$ cat config.mk
export PLATFORM = sky130hd
export DESIGN_NAME = alu_issue
export DESIGN_NICKNAME = d
export VERILOG_FILES = /design/src/rtl/alu_pkg.sv /design/src/rtl/pipe_stage.sv /design/src/rtl/alu_issue.sv
export SDC_FILE = /design/constraint.sdc
export NUM_CORES = 1
export LEC_CHECK = 0
export ABC_CLOCK_PERIOD_IN_PS = 2340
export BUFFER_PORTS_ARGS = -buffer_cell sky130_fd_sc_hd__buf_4
export CAP_MARGIN = 20
export CORE_MARGIN = 3
export CORE_UTILIZATION = 47
export CTS_CLUSTER_SIZE = 25
export DETAILED_ROUTE_END_ITERATION = 12
export GPL_ROUTABILITY_DRIVEN = 0
export HOLD_SLACK_MARGIN = 0.03
export PLACE_DENSITY = 0.81
export SLEW_MARGIN = 15
export SYNTH_ARGS = -nofsm -noshare
export SYNTH_HDL_FRONTEND = slang
export SYNTH_SLANG_ARGS = --single-unit
$ cat constraint.sdc
create_clock -name clk_i -period 2.34 [get_ports clk_i]
set_input_delay 0.117 -clock clk_i [delete_from_list [all_inputs] [get_ports clk_i]]
set_output_delay 0.117 -clock clk_i [all_outputs]
set_load 0.05 [all_outputs]
$ cat src/rtl/alu_pkg.sv
// Shared ALU definitions: opcode encoding, widths and pipeline payload types.
package alu_pkg;

  localparam int unsigned ALU_OP_W = 4;
  localparam int unsigned DATA_W   = 32;

  localparam logic [ALU_OP_W-1:0] ADD = 4'h0;
  localparam logic [ALU_OP_W-1:0] SUB = 4'h1;
  localparam logic [ALU_OP_W-1:0] MUL = 4'h2;
  localparam logic [ALU_OP_W-1:0] DIV = 4'h3;
  localparam logic [ALU_OP_W-1:0] AND = 4'h4;
  localparam logic [ALU_OP_W-1:0] OR  = 4'h5;
  localparam logic [ALU_OP_W-1:0] XOR = 4'h6;
  localparam logic [ALU_OP_W-1:0] NOT = 4'h7;
  localparam logic [ALU_OP_W-1:0] LEZ = 4'h8;
  localparam logic [ALU_OP_W-1:0] LTZ = 4'h9;
  localparam logic [ALU_OP_W-1:0] GTZ = 4'hA;
  localparam logic [ALU_OP_W-1:0] EQT = 4'hB;
  localparam logic [ALU_OP_W-1:0] NET = 4'hC;

  localparam logic [ALU_OP_W-1:0] OP_LAST = 4'hC;

  // Issue stage payload (tag is carried alongside, its width is a top parameter)
  typedef struct packed {
    logic [ALU_OP_W-1:0] op;
    logic [DATA_W-1:0]   a;
    logic [DATA_W-1:0]   b;
  } issue_t;

  // Response stage payload after error screening
  typedef struct packed {
    logic [DATA_W-1:0] result;
    logic              zero;
    logic              err;
  } resp_t;

endpackage

$ cat src/rtl/pipe_stage.sv
// Single valid/ready register slice with synchronous reset and flush.
// Payload resets to zero; flush only clears the valid bit.
module pipe_stage #(
  parameter int unsigned W = 8
) (
  input  logic         clk,
  input  logic         rst,
  input  logic         flush,
  input  logic         in_valid,
  output logic         in_ready,
  input  logic [W-1:0] in_data,
  output logic         out_valid,
  input  logic         out_ready,
  output logic [W-1:0] out_data
);

  logic         valid_q;
  logic [W-1:0] data_q;

  assign in_ready  = !valid_q | out_ready;
  assign out_valid = valid_q;
  assign out_data  = data_q;

  // Slice register: load on accept, hold payload otherwise
  always_ff @(posedge clk) begin
    if (rst) begin
      valid_q <= 1'b0;
      data_q  <= '0;
    end else if (flush) begin
      valid_q <= 1'b0;
    end else if (in_ready) begin
      valid_q <= in_valid;
      if (in_valid) begin
        data_q <= in_data;
      end
    end
  end

endmodule

$ cat src/rtl/alu_issue.sv
// Requester-side front end of the combinational ALU: issue register drives
// the ALU, response register captures the screened result.
// Optional build macro: ALU_ISSUE_STATS_EN adds handshake/error counters.
module alu_issue
  import alu_pkg::*;
#(
  parameter int unsigned       TAG_W       = 4,
  parameter logic [DATA_W-1:0] DIV0_RESULT = 32'hFFFF_FFFF
) (
  input  logic                clk_i,
  input  logic                rst_i,
  input  logic                flush_i,
  input  logic                req_valid_i,
  output logic                req_ready_o,
  input  logic [ALU_OP_W-1:0] req_op_i,
  input  logic [DATA_W-1:0]   req_a_i,
  input  logic [DATA_W-1:0]   req_b_i,
  input  logic [TAG_W-1:0]    req_tag_i,
  output logic [DATA_W-1:0]   alu_data1_o,
  output logic [DATA_W-1:0]   alu_data2_o,
  output logic [ALU_OP_W-1:0] alu_op_o,
  input  logic [DATA_W-1:0]   alu_result_i,
  input  logic                alu_zero_i,
  output logic                rsp_valid_o,
  input  logic                rsp_ready_i,
  output logic [DATA_W-1:0]   rsp_result_o,
  output logic                rsp_zero_o,
  output logic [TAG_W-1:0]    rsp_tag_o,
  output logic                rsp_err_o
`ifdef ALU_ISSUE_STATS_EN
  ,
  output logic [31:0]         stat_issued_o,
  output logic [31:0]         stat_err_o
`endif
);

  localparam int unsigned I_W = $bits(issue_t) + TAG_W;
  localparam int unsigned R_W = $bits(resp_t) + TAG_W;

  issue_t             req_pl_c;
  issue_t             i_pl;
  logic [TAG_W-1:0]   i_tag;
  logic [I_W-1:0]     i_q;
  logic               i_valid;
  logic               i_in_ready_c;

  resp_t              r_pl_c;
  resp_t              r_pl;
  logic [R_W-1:0]     r_q;
  logic               r_in_ready_c;

  assign req_pl_c.op = req_op_i;
  assign req_pl_c.a  = req_a_i;
  assign req_pl_c.b  = req_b_i;

  // Combinational back-pressure from the response side, blocked during reset/flush
  assign req_ready_o = !flush_i & !rst_i & i_in_ready_c;

  pipe_stage #(.W(I_W)) u_stage_i (
    .clk       (clk_i),
    .rst       (rst_i),
    .flush     (flush_i),
    .in_valid  (req_valid_i),
    .in_ready  (i_in_ready_c),
    .in_data   ({req_pl_c, req_tag_i}),
    .out_valid (i_valid),
    .out_ready (r_in_ready_c),
    .out_data  (i_q)
  );

  assign {i_pl, i_tag} = i_q;

  assign alu_data1_o = i_pl.a;
  assign alu_data2_o = i_pl.b;
  assign alu_op_o    = i_pl.op;

  // Screen illegal opcodes and divide-by-zero ahead of the response register
  always_comb begin
    r_pl_c.result = alu_result_i;
    r_pl_c.zero   = alu_zero_i;
    r_pl_c.err    = 1'b0;
    if (i_pl.op > OP_LAST) begin
      r_pl_c.err = 1'b1;
    end else if ((i_pl.op == DIV) && (i_pl.b == '0)) begin
      r_pl_c.err    = 1'b1;
      r_pl_c.result = DIV0_RESULT;
      r_pl_c.zero   = 1'b0;
    end
  end

  pipe_stage #(.W(R_W)) u_stage_r (
    .clk       (clk_i),
    .rst       (rst_i),
    .flush     (flush_i),
    .in_valid  (i_valid),
    .in_ready  (r_in_ready_c),
    .in_data   ({r_pl_c, i_tag}),
    .out_valid (rsp_valid_o),
    .out_ready (rsp_ready_i),
    .out_data  (r_q)
  );

  assign {r_pl, rsp_tag_o} = r_q;

  assign rsp_result_o = r_pl.result;
  assign rsp_zero_o   = r_pl.zero;
  assign rsp_err_o    = r_pl.err;

`ifdef ALU_ISSUE_STATS_EN
  // Completed-response counters; a flushed response is discarded, not counted
  always_ff @(posedge clk_i) begin
    if (rst_i) begin
      stat_issued_o <= 32'd0;
      stat_err_o    <= 32'd0;
    end else if (rsp_valid_o & rsp_ready_i & !flush_i) begin
      stat_issued_o <= stat_issued_o + 32'd1;
      if (rsp_err_o) begin
        stat_err_o <= stat_err_o + 32'd1;
      end
    end
  end
`else
  // Statistics counters are not built in this configuration.
`endif

endmodule

* Yosys cells after proc, flatten, opt, wreduce, memory -nomap -nowiden
Index checks and enable logic that the tools add are counted.
W data, S select, Z words.
** Storage, ports and cells
- Register bits :: 112
- Output and inout port bits :: 108
- Logic and storage cells :: 23
** Cells by class
- Magnitude comparators :: 1
- Equality and inequality tests :: 1
- Muxes and demuxes :: 3
- Bitwise logic cells :: 5
- Reduce and logical (&&, ||, !) cells :: 9
** Operators with widths (count)
- $mux W34 :: 1
- $mux W33 :: 1
- $logic_not A32 Y1 :: 1
- $reduce_and A3 Y1 :: 2
- $eq A4 B2 Y1 const B :: 1
- $gt A4 B4 Y1 const B :: 1
- $logic_not A1 Y1 :: 4
- $and A1 B1 Y1 :: 2
- $or A1 B1 Y1 :: 2
- $reduce_or A2 Y1 :: 1
- $logic_and A1 B1 Y1 :: 1
- $mux W1 :: 1
- $not A1 Y1 :: 1

* Depth between registers and ports, before layout
- Word-level depth :: 4
- Depth in mapped cells :: 7
- Depth with buffers taken out :: 4

* Cells and area by module
A second synthesis with hierarchy kept.
** Second synthesis, totals
- Cells, all modules :: 577
- Area, all modules :: 5736.8 um^2
** By module, submodules not included
- pipe_stage (u_stage_i) :: instances 1, cells an instance 318, area each 3310.7 um^2
- pipe_stage (u_stage_r) :: instances 1, cells an instance 170, area each 1764.2 um^2
- alu_issue :: instances 1, cells an instance 89, area each 661.9 um^2

* Worst setup path before layout
OpenSTA, ideal clock, no wires.
- Path kind :: register -> output
- Start :: register u_stage_r.valid_q, in the netlist u_stage_r.out_valid
- End :: output req_ready_o
- Arrival :: 2.054 ns
- Required time :: 2.223 ns
- Path slack :: 0.169 ns
- Stages on the path, launching flop included :: 4
- Path buffers :: 1
- Cells stage by stage :: dfxtp_1 > nor2b_1 > clkbuf_1 > a211oi_1
** On the way
- Word-level cells in the longest chain between the ends :: 4
** Ends and longest elaborated chain
- start: declaration :: RTL line pipe_stage.sv:17 : logic valid_q;
- start signal: assignment :: RTL line pipe_stage.sv:32 : valid_q <= in_valid;
- $logic_not A1 Y1 :: RTL line pipe_stage.sv:20 : assign in_ready = !valid_q | out_ready;
- $or A1 B1 Y1 (2 in a row) :: RTL line pipe_stage.sv:20
- $and A1 B1 Y1 :: RTL line alu_issue.sv:57 : assign req_ready_o = !flush_i & !rst_i & i_in_ready_c;
- end: declaration :: RTL line alu_issue.sv:14 : output logic req_ready_o,
No other way between the ends.

* Final worst setup path
- Start :: register u_stage_i.data_q[5], in the netlist u_stage_i.out_data[5]
- End :: register u_stage_r.data_q[7], in the netlist u_stage_r.out_data[7]
** On the way
- Word-level cells in the longest chain between the ends :: 4
** Ends and longest elaborated chain
- start: declaration :: RTL line pipe_stage.sv:18 : logic [W-1:0] data_q;
- start signal: assignment :: RTL line pipe_stage.sv:34 : data_q <= in_data;
- $logic_not A32 Y1 :: RTL line alu_issue.sv:84 : end else if ((i_pl.op == DIV) && (i_pl.b == '0)) begin
- $logic_and A1 B1 Y1 :: RTL line alu_issue.sv:84
- $mux W34 :: RTL line alu_issue.sv:84
- $mux W33 :: RTL line alu_issue.sv:82 : if (i_pl.op > OP_LAST) begin
- end signal: assignment :: RTL line pipe_stage.sv:34
- end: declaration :: RTL line pipe_stage.sv:18
No other way between the ends.
A chain may end at the register's enable or synchronous reset.

==> impl_metrics.py <==
metrics = {
    "min_path": {
        "min_to": "u_stage_i.out_valid",
        "hp-class": "primary input to flop",
        "whs_path_depth": 3,
        "worstHoldStart": "req_valid_i",
    },
    "sta": {
        "rsz0062_at_grt": "false",
        "setup_viol": 0,
        "period_share": 0.820,
        "setup_tns_ps": 0,
        "slew_viol_final": 0,
        "tightest_slew_ps": 833,
        "hold_viol": 0,
        "maxSlewHeadroom": 0.445,
        "period_minus_slack_ps": 1920,
        "max_freq_mhz": 521,
        "skew_ps": 15.4,
    },
    "synth": {
        "synth_top_area_frac": 0.469,
        "seq_area_frac_synth": 0.469,
        "synth_nets": 688,
        "syn_inst": 578,
        "synth-seq-cells": 112,
        "synth_area_per_cell_um2": 8.26,
        "ys_types": 26,
        "ys_warn_count": 0,
        "synthTopCellsByCount": "153 x nand2_1, 112 x dfxtp_1, 77 x a21oi_1",
        "synth.cell_area_mm2": 0.00478,
        "synth_area_leaders": "dfxtp_1 47%, nand2_1 12%, buf_4 11%, a211oi_2 8.1%, a21oi_1 8.1%",
        "synth_ff_type": "dfxtp_1",
        "synth_edf_count": 0,
        "yosys.area.top_type": "dfxtp_1",
        "async_reset_ff_frac": 0,
        "yosysMostFrequentCell": "nand2_1",
    },
    "grt": {
        "grt_max_degree": 74,
        "grt-ovfl-total": 0,
        "antenna_found_initial": 0,
        "gr-usage-met1": 0.273,
        "grt_pass1_wl_um": 21600,
        "grtUsageMet3": 0.0566,
        "track_usage": 0.231,
        "grt_use_met2": 0.402,
        "grt_pass1_vias": 4554,
        "grt-busiest-layer": "met2",
    },
    "floorplan": {
        "die_area_mm2": 0.0114,
        "die_x_um": 107,
        "rows": 36,
        "die_y_um": 107,
        "start_util": 0.486,
        "design.portCount": 218,
        "coreArea_mm2": 0.00982,
    },
    "clock_tree": {
        "hold_buffers": 73,
        "cts_tree": "yes",
        "cts_buffers": 9,
        "cts.sinks": 112,
        "clk_pin_slew_ps": 110,
        "cts_resized": 0,
        "cts_buffer_depth": 2,
        "worst_skew_pair.late_latency_ps": 360,
        "root_buffer": "clkbuf_8",
        "htreeDepth": 3,
        "cts_setup_buffers": 0,
    },
    "critical_path": {
        "crit_arrival_ps": 2170,
        "ff2ff_path_depth": 5,
        "cp.required_ps": 2590,
        "r2r-start": "u_stage_i.out_data[5]",
        "cp-start-kind": "flop",
        "worst-path-max-fanout": 33,
        "reg2reg_slack_ps": 420,
        "r2r-end": "u_stage_r.out_data[7]",
        "path_class": "flop to flop",
        "cp-end-kind": "flop",
    },
    "detailed_routing": {
        "dr.pass1.iters": 5,
        "via_per_inst": 4.94,
        "drt_iter0_drc": 295,
        "drc": 0,
        "final_antenna_net_count": 0,
        "routed_wl_um": 13600,
        "vias": 4531,
        "avgRoutedWirePerCell_um": 14.9,
    },
    "place": {
        "dp_hpwl_um": 8920,
        "dpl_cell_area_mm2": 0.00596,
        "port_buffers": 217,
    },
    "run_status": {
        "status": "complete, no violations",
    },
    "power": {
        "powerDensity_mw_per_mm2": 588,
        "ir_drop_mv": 0.383,
        "p_leak_nw": 2.94,
    },
    "final_layout": {
        "antenna_cells": 0,
        "final_net_count": 890,
        "drive_gt1_frac": 0.359,
        "area_growth_pct": 44.2,
        "stdcell_area_mm2": 0.00689,
        "fillers": 752,
    },
    "flow_run": {
        "cap_violations": 0,
    },
}
-- how the worst max path moves through the flow --
stage | endpoint | depth (start not counted) | startpoint | slack, ps
6_report | u_stage_r.out_data[7] | 5 | u_stage_i.out_data[5] | 420
4_1_cts | u_stage_r.out_data[4] | 5 | u_stage_i.out_data[5] | 420
3_3_place_gp | u_stage_r.out_data[4] | 5 | u_stage_i.out_data[26] | 510
3_5_place_dp | u_stage_r.out_data[4] | 5 | u_stage_i.out_data[5] | 500
2_1_floorplan | req_ready_o | 3 | u_stage_r.out_valid | 170
5_1_grt | u_stage_r.out_data[7] | 5 | u_stage_i.out_data[5] | 320
-- through the flow --
| stage | setup slack, ps | hold slack, ps | std cells | util | power [W] |
|---|---|---|---|---|---|
| floorplan | 169 | 253 | 578 | - | 0.00260 |
| global placement | 506 | 361 | 829 | 0.607 | 0.00283 |
| detailed placement | 498 | 372 | 829 | 0.607 | 0.00285 |
| CTS | 422 | 37.4 | 918 | 0.701 | 0.00408 |
| global route | 318 | 65.3 | 918 | 0.701 | 0.00422 |
| finish | 421 | 49.1 | 918 | 0.701 | 0.00405 |
-- flip-flops by register name, summed over array words and instances, names as in the netlist --
signal	count
u_stage_i.out_data	72
u_stage_i.out_valid	1
u_stage_r.out_data	38
u_stage_r.out_valid	1
-- cell type report --
| cell class | instances | area, um^2 | area share |
|---|---|---|---|
| inverter | 1 | 3.75 | 0.000545 |
| sequential | 112 | 2240 | 0.326 |
| timing repair buffer | 301 | 2450 | 0.356 |
| multi-input combinational | 355 | 1820 | 0.264 |
| clock inverter | 4 | 35.0 | 0.00509 |
| clock buffer | 12 | 165 | 0.0240 |
| tap | 133 | 166 | 0.0242 |
-- critical path, cell delays in order (launching register included) --
cell and delay [ps]:
dfxtp_1 340, nor4_1 350, nand4_1 160, or3_2 530
buf_12 210, a211oi_1 230
-- where the power goes --
group | leakage (nW) | switching [W] | internal [W] | total, W
Clock | 0.104 | 0.000649 | 0.000488 | 0.00114
Combinational | 1.93 | 0.000509 | 0.000366 | 0.000874
Sequential | 0.914 | 0.0000535 | 0.00198 | 0.00204
Total | 2.94 | 0.00121 | 0.00284 | 0.00405
-- per-layer routing --
metal | part of all wire | vias to the layer above | wire, um
met2 | 0.49 | 202 | 6720
met3 | 0.081 | 29 | 1110
met4 | 0.026 | 0 | 354
met1 | 0.40 | 2078 | 5460
met5 | 0 | - | 0
li1 | - | 2222 | -
-- kinds of logic after synthesis --
kind of cell / Yosys count / synth area share
simple gates: 240 / 0.203
compound gates: 115 / 0.175
flops: 112 / 0.469
buf+inv: 111 / 0.153
-- cells in the final DEF (no fill, tap or decap) --
master | netlist | final
clkbuf_8 | 0 | 12
inv_1 | 1 | 1
buf_4 | 68 | 227
dlygate4sd3_1 | 0 | 73
nor2_1 | 66 | 66
a211o_2 | 0 | 1
nor4_2 | 1 | 1
nand3_1 | 3 | 3
nor4_1 | 7 | 7
nand2_1 | 153 | 153
a21oi_1 | 77 | 77
a211oi_4 | 0 | 1
nor2b_1 | 2 | 2
and4bb_2 | 1 | 1
dfxtp_1 | 112 | 112
nand3b_1 | 1 | 1
or3b_2 | 1 | 1
nor3_1 | 2 | 2
a211oi_1 | 3 | 3
clkinv_4 | 0 | 2
buf_12 | 0 | 1
a211oi_2 | 31 | 30
nand4_1 | 1 | 1
or3_2 | 0 | 1
o211ai_1 | 2 | 2
a311oi_2 | 1 | 1
inv_6 | 0 | 2
nor3b_4 | 0 | 1
Power figures use the tool's default switching activity.
